===== config.mk =====
export PLATFORM = sky130hd
export DESIGN_NAME = alu_interface
export DESIGN_NICKNAME = d
export VERILOG_FILES = /design/src/rtl/alu_interface.sv
export SDC_FILE = /design/constraint.sdc
export NUM_CORES = 1
export LEC_CHECK = 0
export CAP_MARGIN = 0
export CORE_ASPECT_RATIO = 0.8
export CORE_UTILIZATION = 48
export CTS_BUF_LIST = sky130_fd_sc_hd__clkbuf_8
export DETAILED_ROUTE_END_ITERATION = 7
export PLACE_DENSITY = 0.87
export SETUP_SLACK_MARGIN = 0.2
export SKIP_CTS_REPAIR_TIMING = 1
export SYNTH_ARGS = -nofsm -noshare
export SYNTH_HDL_FRONTEND = slang
export SYNTH_SLANG_ARGS = --single-unit

===== constraint.sdc =====
create_clock -name clk -period 2.6 [get_ports clk]
set_input_delay 0.26 -clock clk [delete_from_list [all_inputs] [get_ports clk]]
set_output_delay 0.26 -clock clk [all_outputs]
set_load 0.1 [all_outputs]

===== src/rtl/alu_interface.sv =====
// Byte-serial front end for a combinational ALU: collects two operands and an
// opcode from the receiver, then hands the ALU result to the transmitter.
//
// state   | meaning
// GET_A   | waiting for first operand byte
// GET_B   | waiting for second operand byte
// GET_OP  | waiting for opcode byte
// EXEC    | one cycle for the ALU output to settle, result captured at its end
// WAIT_TX | result handed to transmitter, waiting for tx_done
module alu_interface #(
    parameter int N_BITS  = 8,
    parameter int OP_BITS = 6
) (
    input  logic               clk,
    input  logic               reset,
    input  logic [7:0]         rx_data,
    input  logic               rx_done,
    input  logic [N_BITS-1:0]  alu_result,
    input  logic               tx_done,
    output logic [N_BITS-1:0]  d0,
    output logic [N_BITS-1:0]  d1,
    output logic [OP_BITS-1:0] opcode,
    output logic [7:0]         tx_data,
    output logic               tx_start,
    output logic               busy,
    output logic               rx_drop
);

    typedef enum logic [2:0] {
        GET_A   = 3'd0,
        GET_B   = 3'd1,
        GET_OP  = 3'd2,
        EXEC    = 3'd3,
        WAIT_TX = 3'd4
    } state_t;

    state_t state, state_nxt;

    logic ld_a;
    logic ld_b;
    logic ld_op;
    logic ld_tx;
    logic drop;

    always_ff @(posedge clk or posedge reset) begin
        if (reset) begin
            state <= GET_A;
        end else begin
            state <= state_nxt;
        end
    end

    always_comb begin
        state_nxt = state;
        case (state)
            GET_A:   if (rx_done) state_nxt = GET_B;
            GET_B:   if (rx_done) state_nxt = GET_OP;
            GET_OP:  if (rx_done) state_nxt = EXEC;
            EXEC:    state_nxt = WAIT_TX;
            WAIT_TX: if (tx_done) state_nxt = GET_A;
            default: state_nxt = GET_A;
        endcase
    end

    always_comb begin
        ld_a  = 1'b0;
        ld_b  = 1'b0;
        ld_op = 1'b0;
        ld_tx = 1'b0;
        drop  = 1'b0;
        busy  = 1'b0;
        case (state)
            GET_A:   ld_a  = rx_done;
            GET_B:   ld_b  = rx_done;
            GET_OP:  ld_op = rx_done;
            EXEC: begin
                ld_tx = 1'b1;
                drop  = rx_done;
                busy  = 1'b1;
            end
            WAIT_TX: begin
                drop  = rx_done;
                busy  = 1'b1;
            end
            default: ;
        endcase
    end

    // Operand/result registers hold across transactions; only reset clears them.
    always_ff @(posedge clk or posedge reset) begin
        if (reset) begin
            d0       <= '0;
            d1       <= '0;
            opcode   <= '0;
            tx_data  <= '0;
            tx_start <= 1'b0;
            rx_drop  <= 1'b0;
        end else begin
            if (ld_a)  d0     <= rx_data[N_BITS-1:0];
            if (ld_b)  d1     <= rx_data[N_BITS-1:0];
            if (ld_op) opcode <= rx_data[OP_BITS-1:0];
            if (ld_tx) tx_data <= 8'(alu_result);
            tx_start <= ld_tx;
            if (drop)  rx_drop <= 1'b1;
        end
    end

endmodule


==> impl_metrics.toml, run 1 <==
[sta]
max_freq_mhz = 490
setup_violations = 0
worst_slew_pin_slew_ns = 0.586
tns_ns = 0
finClkSkew_ns = 0.00462
relSlewSlack = 0.608
setup_slack_ns = 0.559
post-route-period-util = 0.785
period_needed_ns = 2.04
final-max-slew-violation-count = 0
hold_viol_final = 0
rsz0062_at_grt = "false"

[worst_setup_path]
path_depth = 3
required_ns = 2.34
worstPathCellList = "nand3b_1 -> nand2_1 -> buf_4"
cp-end-kind = "output port"
cp_slowest_stage_delay_ns = 0.55
worst_setup_path_start_kind = "flop"
r2r_cells = 2
cp_top_family = "simple AND/OR/NAND/NOR gates"
critical_path_class = "reg2out"
arrival_ns = 1.78
worstPathMaxFanout = 11
critPathBufInv = 1
slowest_stage = "dfrtp_1"

[clocking]
clockBufferDepth = 2
cts-root-buf = "clkbuf_8"
cts.clk_slew.worst_paths_ns = 0.06
cts_sinks = 35
worst_skew_pair.late_latency_ns = 0.27
cts_tree = "done"
cts_buffers = 5
htreeDepth = 2

[final_layout]
nets = 164
layout-drive-gt1-share = 0.524
area_delta_synth_final_pct = 38.8
post-route-util = 0.700
num_antenna_cells = 0
final_cell_mix = "35 x dfrtp_1, 35 x buf_4, 30 x mux2_2"
fin_cells = 181

[outcome]
status = "finished, final reports clean"

[synth]
synth-seq-cells = 35
syn_inst = 89
ys_seq_area_frac = 0.628
synthesis.area_sq_um = 1390
synthDistinctLibCells = 18
avgSynthCellArea_sq_um = 15.7
synth_fp_nets = 109
ys_warn_count = 0

[global_routing]
grt_max_degree = 36
busiest_layer = "met2"
overflow = 0
grt_pass1_wl_um = 4410
met2_usage = 0.295
met1_usage = 0.256
grt_use_met3 = 0.0568
gr-usage-all-layers = 0.190
grt_pass1_vias = 909
antenna_found_initial = 0

[route]
ant_nets = 0
via_per_inst = 5.06
post_drt_wl_per_cell_um = 15.1
drc = 0
vias = 915
routed_wl_um = 2740
dr.first_iter.drc_count = 49
first_pass_iters = 4

[die]
die_area_sq_um = 3120
initial_core_util = 0.504
coreArea_sq_um = 2770
die_h_um = 50.2
die_w_um = 62.2
fp-row-count = 17
ios = 53

[run]
maxCapViolations = 0

[placement]
gp_congestion = 0.701
pre_cts_ws_ns = 0.681
portBuffers = 52
place_inst = 175
dp_hpwl_um = 2020

[hold_path]
hold_path.class = "in2async"
[path summary, 6_finish.rpt]
check,start,slack (ns),to
hold reg to reg,rx_drop$_DFFE_PP0P_,0.48,rx_drop$_DFFE_PP0P_
hold / removal,reset,0.38,opcode[4]$_DFFE_PP0P_
setup / recovery,state[1]$_DFFE_PP0P_,0.56,busy
setup reg to reg,state[0]$_DFFE_PP0P_,0.97,d0[3]$_DFFE_PP0P_
min in group clk,rx_drop$_DFFE_PP0P_,0.48,rx_drop$_DFFE_PP0P_
max in group asynchronous,reset,1.92,d1[1]$_DFFE_PP0P_
[stage by stage]
| step | area, sq um | hold WS (ns) |
|---|---|---|
| final | 1930 | 0.377 |
| after global routing | 1930 | 0.438 |
| after CTS | 1930 | 0.388 |
| after detailed placement | 1860 | 0.470 |
| after global placement | 1860 | 0.464 |
| after floorplan | 1390 | 0.367 |
[cells by family (layout without fill, tap and decap cells)]
group                  after synthesis  after routing  share of synthesized area
flip-flops                          35             35                      0.628
multiplexers                        30             30                      0.242
AND/OR/NAND/NOR                     12             12                     0.0781
buffers and inverters                8             62                     0.0332
AO/OA/AOI/OAI                        4              4                     0.0180
[layer usage]
metal | wire length [um] | vias up
li1 | - | 419
met1 | 1200 | 460
met2 | 1350 | 31
met3 | 148 | 5
met4 | 36 | 0
met5 | 0 | -
[sequential cells by signal, summed over array words and instances (netlist names)]
name      flops
opcode        6
d0            8
tx_start      1
tx_data       8
rx_drop       1
state         3
d1            8
[worst reg2reg max path, stage by stage (launching register included)]
cell and delay (ns):
dfrtp_1 0.49, nor4b_4 0.62, mux2_2 0.40
[final cells by class]
cell class	count	area, sq um
clock inverters	1	3.75
repair buffers	54	453
flip-flops and latches	35	876
inverters	2	7.51
well taps	38	47.5
clock buffers	5	68.8
fillers	217	831
multi-input cells	46	478
[cells in the mapped netlist]
cell	count	share of area
or3b_2	2	0.013
nand3b_1	2	0.011
nand2b_1	2	0.0090
nor4bb_1	1	0.0072
mux2_2	30	0.24
buf_4	1	0.0054
a311o_1	1	0.0072
o21ai_0	1	0.0036
nor4b_4	1	0.017
a21oi_1	2	0.0072
nand2_1	1	0.0027
buf_6	1	0.0081
buf_2	4	0.014
inv_1	2	0.0054
nor2_1	1	0.0027
and4bb_2	1	0.0090
dfrtp_1	35	0.63
and4b_1	1	0.0072
Power of run 1 is left out: the tool's default activity adds up to more than one toggle a clock period on the data nets, which glitch-free logic cannot reach.
==> run 2: changes to the inputs <==
--- a/config.mk
+++ b/config.mk
@@ -7,10 +7,10 @@
 export LEC_CHECK = 0
 export CAP_MARGIN = 0
 export CORE_ASPECT_RATIO = 0.8
-export CORE_UTILIZATION = 48
+export CORE_UTILIZATION = 45
 export CTS_BUF_LIST = sky130_fd_sc_hd__clkbuf_8
 export DETAILED_ROUTE_END_ITERATION = 7
-export PLACE_DENSITY = 0.87
+export PLACE_DENSITY = 0.83
 export SETUP_SLACK_MARGIN = 0.2
 export SKIP_CTS_REPAIR_TIMING = 1
 export SYNTH_ARGS = -nofsm -noshare
==> constraint.sdc (replaced) <==
create_clock -name clk -period 1.9 [get_ports clk]
set_input_delay 0.19 -clock clk [delete_from_list [all_inputs] [get_ports clk]]
set_output_delay 0.19 -clock clk [all_outputs]
set_load 0.1 [all_outputs]
==> run 2 against run 1 <==
  * Worst setup slack worse by 0.29 ns
  * Register-to-register slack worse by 0.60 ns
  * Final cell count up 4.4%
  * Die area up 6.4%
  * Flip-flop and latch count unchanged
  * Sequential share of layout area down 1.4 points
  * First-iteration DRC count down 35%
  * Critical path depth unchanged
  * Worst hold slack worse by 0.078 ns
  * Utilization up 0.46 points
  * Largest cell class unchanged
==> impl_metrics.toml, run 2 (synthesized netlist as in run 1, its figures left out) <==
[outcome]
status = "finished, final reports clean"

[die]
die_w_um = 64.2
die_h_um = 51.8
ios = 53
initial_core_util = 0.489
coreArea_sq_um = 2850
fp-row-count = 17
die_area_sq_um = 3330

[route]
ant_nets = 0
routed_wl_um = 2790
post_drt_wl_per_cell_um = 14.7
via_per_inst = 4.97
first_pass_iters = 2
drc = 0
dr.first_iter.drc_count = 32
vias = 940

[sta]
period_needed_ns = 1.63
worst_slew_pin_slew_ns = 0.432
tns_ns = 0
setup_violations = 0
rsz0062_at_grt = "false"
relSlewSlack = 0.712
finClkSkew_ns = 0.00566
post-route-period-util = 0.859
hold_viol_final = 0
final-max-slew-violation-count = 0
max_freq_mhz = 613

[placement]
portBuffers = 52
dp_hpwl_um = 2000
gp_congestion = 0.686

[global_routing]
grt_pass1_vias = 881
grt_pass1_wl_um = 4310
antenna_found_initial = 0
gr-usage-all-layers = 0.185
grt_max_degree = 36
overflow = 0

[worst_setup_path]
arrival_ns = 1.44
critPathBufInv = 1
cp_slowest_stage_delay_ns = 0.47
rr_endpoint = "d0[7]$_DFFE_PP0P_"
critical_path_class = "reg2out"
r2r_cells = 4
crit_start = "state[2]$_DFFE_PP0P_"
cp_top_family = "simple AND/OR/NAND/NOR gates"
worst_setup_path_start_kind = "flop"
r2r_slack_ns = 0.37
path_depth = 3
worstPathCellList = "or3b_4 -> nand2_2 -> buf_12"
slowest_stage = "dfrtp_2"
worstPathMaxFanout = 9
cp-end-kind = "output port"
worst_r2r_startpoint = "state[1]$_DFFE_PP0P_"
required_ns = 1.71
worstSetupEndpoint = "busy"

[clocking]
cts.clk_slew.worst_paths_ns = 0.07
cts-root-buf = "clkbuf_8"
clockBufferDepth = 2
cts_buffers = 5
cts_tree = "done"
cts_sinks = 35
worst_skew_pair.late_latency_ns = 0.28
htreeDepth = 2

[final_layout]
num_antenna_cells = 0
layout-drive-gt1-share = 0.570
area_delta_synth_final_pct = 44.0
final_common_cell = "buf_4"
top_regs = "d0 x8, d1 x8, tx_data x8"
nets = 170
final_cell_mix = "39 x buf_4, 32 x dfrtp_1, 30 x mux2_2"
post-route-util = 0.704

[run]
maxCapViolations = 0

[hold_path]
hold_path.class = "in2async"
[run 2: routing by layer]
layer,global-route usage,vias to the layer above,share of wire
met1,0.242,475,0.44
met5,0,-,0
met2,0.273,29,0.49
met4,0.0556,0,0.0032
li1,-,434,-
met3,0.0899,2,0.061
[run 2: worst min-delay path by stage]
stage | from | end | depth (start not counted)
4_1_cts | reset | tx_data[0]$_DFFE_PP0P_ | 3
2_1_floorplan | tx_done | state[2]$_DFFE_PP0P_ | 1
6_report | reset | tx_data[7]$_DFFE_PP0P_ | 3
5_1_grt | reset | tx_data[2]$_DFFE_PP0P_ | 3
3_3_place_gp | rx_drop$_DFFE_PP0P_ | rx_drop$_DFFE_PP0P_ | 1
3_5_place_dp | rx_drop$_DFFE_PP0P_ | rx_drop$_DFFE_PP0P_ | 1
[run 2: layout make-up]
type	instances	area (sq um)
Timing Repair Buffer	60	508
Multi-Input combinational cell	46	483
Inverter	2	7.51
Tap cell	38	47.5
Clock buffer	5	68.8
Clock inverter	3	12.5
Sequential cell	35	880
Fill cell	207	843
[run 2: tightest hold or removal path, cell delays in order]
cell and delay, ns:
clkdlybuf4s50_1 0.39, inv_1 0.05, buf_4 0.38
[run 2: metrics by stage]
step	hold WS [ns]	setup WS [ns]	cell area [sq um]	cells
3_3_place_gp	0.463	0.166	1880	176
6_report	0.299	0.268	2010	189
4_1_cts	0.309	0.00353	1970	184
3_5_place_dp	0.473	0.140	1880	176
5_1_grt	0.356	0.224	2010	189
2_1_floorplan	0.297	0.341	1400	89
Power of run 2 is left out for the same reason.
